## config.mk

```make
export PLATFORM = sky130hd
export DESIGN_NAME = spe_packet_tx
export DESIGN_NICKNAME = d
export VERILOG_FILES = /design/src/rtl/spe_packet_tx.sv
export SDC_FILE = /design/constraint.sdc
export NUM_CORES = 1
export LEC_CHECK = 0
export BUFFER_PORTS_ARGS = -buffer_cell sky130_fd_sc_hd__buf_4
export CELL_PAD_IN_SITES_DETAIL_PLACEMENT = 0
export CELL_PAD_IN_SITES_GLOBAL_PLACEMENT = 2
export CORE_UTILIZATION = 35
export CTS_BUF_LIST = sky130_fd_sc_hd__clkbuf_8
export CTS_CLUSTER_DIAMETER = 30
export DETAILED_ROUTE_END_ITERATION = 7
export PLACE_DENSITY = 0.72
export SYNTH_ARGS = -nofsm -noshare
export SYNTH_HDL_FRONTEND = slang
export SYNTH_SLANG_ARGS = --single-unit
```

## constraint.sdc

```tcl
create_clock -name clk -period 3.4 [get_ports clk]
set_clock_uncertainty 0.1 [all_clocks]
set_input_delay 0.17 -clock clk [delete_from_list [all_inputs] [get_ports clk]]
set_output_delay 0.17 -clock clk [all_outputs]
set_load 0.02 [all_outputs]
```

## src/rtl/spe_packet_tx.sv

```systemverilog
// SPE input-packet transmitter: partial-sum FIFO plus timestep/vmem requests, sent over a 4-phase req/ack link.
// Optional SPE_TX_ACK_SYNC_EN: pass out_ack through a 2-flop synchronizer.
module spe_packet_tx #(
  parameter int PE_ID      = 0,
  parameter int FIFO_DEPTH = 4,
  parameter int CNT_W      = 16
) (
  input  logic             clk,
  input  logic             rst_n,
  input  logic             psum_valid,
  input  logic [24:0]      psum_data,
  output logic             psum_ready,
  input  logic             ts_valid,
  output logic             ts_ready,
  input  logic             vmem_valid,
  input  logic [24:0]      vmem_data,
  output logic             vmem_ready,
  output logic             out_req,
  input  logic             out_ack,
  output logic [32:0]      out_data,
  output logic             busy,
  output logic [CNT_W-1:0] pkt_count
);
  localparam int AW = $clog2(FIFO_DEPTH);
  localparam logic [3:0] ADDR = 4'(PE_ID);

  typedef enum logic [1:0] {IDLE, SETUP, WAIT_HI, WAIT_LO} state_t;
  state_t state, state_nxt;

  logic [24:0]   mem [FIFO_DEPTH];
  logic [AW-1:0] wr_ptr, rd_ptr;
  logic [AW:0]   fcnt;
  logic          full, empty, push, pop;
  logic          ts_pend, vmem_pend, ts_clr, vmem_clr, load;
  logic [24:0]   vmem_hold;
  logic [32:0]   sel_pkt;
  logic          ack_s;

`ifdef SPE_TX_ACK_SYNC_EN
  logic [1:0] ack_sync;
  always_ff @(posedge clk or negedge rst_n)
    if (!rst_n) ack_sync <= '0;
    else        ack_sync <= {ack_sync[0], out_ack};
  assign ack_s = ack_sync[1];
`else
  assign ack_s = out_ack;
`endif

  assign full       = (fcnt == (AW+1)'(FIFO_DEPTH));
  assign empty      = (fcnt == '0);
  // ts_pend blocks psums so next-timestep sums can never overtake the flag
  assign psum_ready = !full && !ts_pend;
  assign ts_ready   = !ts_pend;
  assign vmem_ready = !vmem_pend;
  assign push       = psum_valid && psum_ready;
  assign busy       = !empty || ts_pend || vmem_pend || (state != IDLE);

  always_ff @(posedge clk)
    if (push) mem[wr_ptr] <= psum_data;

  always_ff @(posedge clk or negedge rst_n)
    if (!rst_n) begin
      wr_ptr <= '0;
      rd_ptr <= '0;
      fcnt   <= '0;
    end else begin
      if (push) wr_ptr <= wr_ptr + 1'b1;
      if (pop)  rd_ptr <= rd_ptr + 1'b1;
      fcnt <= fcnt + (AW+1)'(push) - (AW+1)'(pop);
    end

  always_ff @(posedge clk or negedge rst_n)
    if (!rst_n) begin
      ts_pend   <= 1'b0;
      vmem_pend <= 1'b0;
      vmem_hold <= '0;
    end else begin
      if (ts_valid && !ts_pend) ts_pend <= 1'b1;
      else if (ts_clr)          ts_pend <= 1'b0;
      if (vmem_valid && !vmem_pend) begin
        vmem_pend <= 1'b1;
        vmem_hold <= vmem_data;
      end else if (vmem_clr) vmem_pend <= 1'b0;
    end

  always_comb begin
    state_nxt = state;
    load      = 1'b0;
    pop       = 1'b0;
    ts_clr    = 1'b0;
    vmem_clr  = 1'b0;
    sel_pkt   = '0;
    case (state)
      IDLE: begin
        if (!empty) begin
          load = 1'b1; pop = 1'b1;
          sel_pkt = {ADDR, 4'd0, mem[rd_ptr]};
        end else if (ts_pend) begin
          load = 1'b1; ts_clr = 1'b1;
          sel_pkt = {ADDR, 4'd1, 25'd0};
        end else if (vmem_pend) begin
          load = 1'b1; vmem_clr = 1'b1;
          sel_pkt = {ADDR, 4'd2, vmem_hold};
        end
        if (load) state_nxt = SETUP;
      end
      SETUP:   state_nxt = WAIT_HI;
      WAIT_HI: if (ack_s)  state_nxt = WAIT_LO;
      WAIT_LO: if (!ack_s) state_nxt = IDLE;
      default: state_nxt = IDLE;
    endcase
  end

  always_ff @(posedge clk or negedge rst_n)
    if (!rst_n) begin
      state     <= IDLE;
      out_req   <= 1'b0;
      out_data  <= '0;
      pkt_count <= '0;
    end else begin
      state <= state_nxt;
      if (load)                       out_data  <= sel_pkt;
      if (state == SETUP)             out_req   <= 1'b1;
      if (state == WAIT_HI && ack_s)  out_req   <= 1'b0;
      if (state == WAIT_LO && !ack_s) pkt_count <= pkt_count + 1'b1;
    end
endmodule

```

==> impl_metrics.toml <==
[logic_synthesis]
synthCells = 438
yosys_warnings = 0
yosysSeqAreaShare_pct = 69.6
ys_seq_elements = 180
yosysUniqueCellTypes = 40
ys.flop_type = "edfxtp_1"
syn_area_um2 = 7190
synth-edff-count = 100
ys_async_sr_fraction_pct = 44.4
syn_avg_cell_area_um2 = 16.4

[drt]
wl_um = 14700
routed_via_density = 4.66
first_pass_iters = 4
wl_per_cell_um = 16.7
postRouteAntennaNets = 0
drt-initial-drc-count = 181
drc = 0
via_count = 4116

[global_route]
gr-usage-met2_pct = 25.8
antenna_found_initial = 0
grt-busiest-layer = "met2"
grtUsageMet1_pct = 18.9
grt_use_met3_pct = 4.01
grt_pass1_vias = 4545
gr-total-overflow = 0
grt_pass1_wl_um = 24500
grt_max_degree = 81
grt_use_total_pct = 15.1

[timing]
tightest_slew_ns = 1.04
rsz0062_at_grt = "false"
setup-tns-final_ns = 0
clock.fmax_ghz = 0.386
setup_viol = 0
fin_crit_ns = 2.59
relSlewSlack_pct = 30.3
hold_viol_final = 0
worst_slack_ns = 0.807
slew_violations = 0
min_period_over_period_pct = 76.3

[clocking]
cts.sinks = 180
cts_max_path_buffers = 2
clk_pin_slew_worst_paths_ns = 0.10
post_cts_buffers = 0
cts_buffers = 17
cts_resized = 0
worstSkewPairLatency_ns = 0.46
cts_tree = "yes"
root_buffer = "clkbuf_8"
h-tree-depth = 4

[power]
pwr-share-clk_pct = 25.6
p_per_area_nw_per_um2 = 768
power.total_w = 0.00712
swShare_pct = 31.5
p_comb_share_pct = 30.7
leakage_nw = 3.68
seq_power_share_pct = 43.7
peakVddDrop_mv = 0.309
switching_power_w = 0.00224
power.internal_w = 0.00488

[placed_design]
io_buffers = 103
hpwlAfterDp_um = 9140
dpl_worst_slack_ns = 0.823
place_congestion = 0.724
placed_cell_area_um2 = 8200

[layout]
syn2layout_area_growth_pct = 28.7
final_nets = 668
diodes = 0
drive_gt1_share_pct = 32.5
finalInstanceArea_um2 = 9260
n_fill_cell = 1830

[die]
die-area_um2 = 21100
io_pins = 110
start_util_pct = 35.7
coreArea_um2 = 20200
die_w_um = 145
die_h_um = 145
num_rows = 52

[critical_path]
worstSetupPathType = "flip-flop to flip-flop"
path_delay_family = "adder cells"
path_max_fanout = 6
critPathBufInv = 3
slowest_stage = "dfrtp_1"
worstPathCellList = "nor2_1 > a21oi_1 > and2_1 > inv_1 > ha_1 > inv_1 > ha_1 > inv_1 > fa_1 > xnor2_1 > xnor2_1"
crit_required_ns = 3.68
end_kind = "flip-flop"
worst-endpoint-arrival_ns = 2.87
cpPeakStageDelay_ns = 0.47
cp-start-kind = "flip-flop"
crit_top_cell = "inv_1"

[min_path]
hp-class = "primary input to async pin"

[run]
maxCapViolCount = 0

[run_status]
outcome = "finished clean"
placed cells by master, fill, tap and decap left out, drive strengths merged, types with 4 or more instances in the layout:
| cell | count |
|---|---|
| a21oi | 27 |
| a22oi | 25 |
| and3 | 6 |
| buf | 110 |
| bufinv | 7 |
| clkbuf | 17 |
| clkinv | 4 |
| conb | 6 |
| dfrtp | 80 |
| dlygate4sd3 | 55 |
| edfxtp | 100 |
| ha | 11 |
| inv | 15 |
| mux2 | 27 |
| mux4 | 25 |
| nand2 | 12 |
| nand3 | 4 |
| nor2 | 34 |
| xnor2 | 14 |
| xor2 | 6 |
logic make-up after synthesis:
kind of cell	after synthesis	share of synthesized area, %
other	1	0.0521
DFF	180	69.6
buffers and inverters	38	3.15
muxes	52	12.1
adders and majority gates	12	2.19
xor gates and xnor gates	20	2.43
AOI/OAI and AO/OA	60	5.36
and+or+nand+nor	75	5.20
synth_stat cells (2+ instances only):
master / count / area share [%]
a21oi_1: 27 / 1.9
a22oi_1: 25 / 2.6
and2_1: 2 / 0.17
and3_1: 6 / 0.52
and4_1: 2 / 0.24
buf_2: 7 / 0.49
buf_4: 7 / 0.73
buf_6: 6 / 0.94
clkbuf_1: 6 / 0.31
dfrtp_1: 80 / 28
edfxtp_1: 100 / 42
ha_1: 11 / 1.9
inv_1: 11 / 0.57
mux2_2: 27 / 4.2
mux4_2: 25 / 7.8
nand2_1: 12 / 0.63
nand3_1: 4 / 0.28
nand4_1: 3 / 0.26
nor2_1: 33 / 1.7
nor2b_1: 3 / 0.26
nor3_1: 3 / 0.21
o21a_1: 2 / 0.21
xnor2_1: 14 / 1.7
xor2_1: 6 / 0.73
cell type report:
class / instances / area, um2 / share of cell area [%]
sequential: 180 / 5010 / 54.1
multi-input combinational: 225 / 1990 / 21.5
timing repair buffer: 165 / 1380 / 14.9
tap: 270 / 338 / 3.65
clock inverter: 15 / 274 / 2.96
clock buffer: 17 / 234 / 2.53
inverter: 11 / 41.3 / 0.446
power by group through the flow:
stage	logic [W]	clock network [W]	registers, W
after floorplan	0.00139	0	0.00325
after global placement	0.00213	0	0.00314
after detailed placement	0.00217	0	0.00317
after CTS	0.00223	0.00187	0.00312
after global routing	0.00242	0.00195	0.00319
final	0.00218	0.00182	0.00311
metal layers:
metal | share of wire (%) | up-vias
li1 | - | 1950
met1 | 45 | 2070
met2 | 50 | 83
met3 | 3.7 | 13
met4 | 1.1 | 0
met5 | 0 | -
state kept, by name, summed over array words and instances, names as in the netlist:
register / cells
vmem_hold: 25
vmem_pend: 1
out_req: 1
wr_ptr: 2
pkt_count: 16
mem: 100
state: 2
rd_ptr: 2
fcnt: 3
out_data: 27
ts_pend: 1
final timing paths:
check	from	end	slack [ns]	cells past startpoint
min in group clk	psum_data[6]	mem[2][6]	0.35	2
worst max-delay path	fcnt[1]	fcnt[2]	0.81	11
worst max register to register	fcnt[1]	fcnt[2]	0.81	11
worst min register to register	pkt_count[15]	pkt_count[15]	0.39	1
worst min-delay path	rst_n	vmem_hold[8]	0.34	2
max in group asynchronous	rst_n	rd_ptr[0]	2.14	2
through the flow:
step / util [%] / hold slack, ns / std cells
final: 45.9 / 0.343 / 883
after global routing: 45.9 / 0.316 / 883
after CTS: 45.9 / 0.312 / 883
after detailed placement: 40.7 / 0.274 / 796
after global placement: 40.7 / 0.270 / 796
after floorplan: - / -0.226 / 443
what timing repair did:
item,in CTS,in global routing
hold buffers,55,0
setup endpoints to repair,0,0
hold endpoints to repair,213,0
Power figures use the tool's default switching activity.
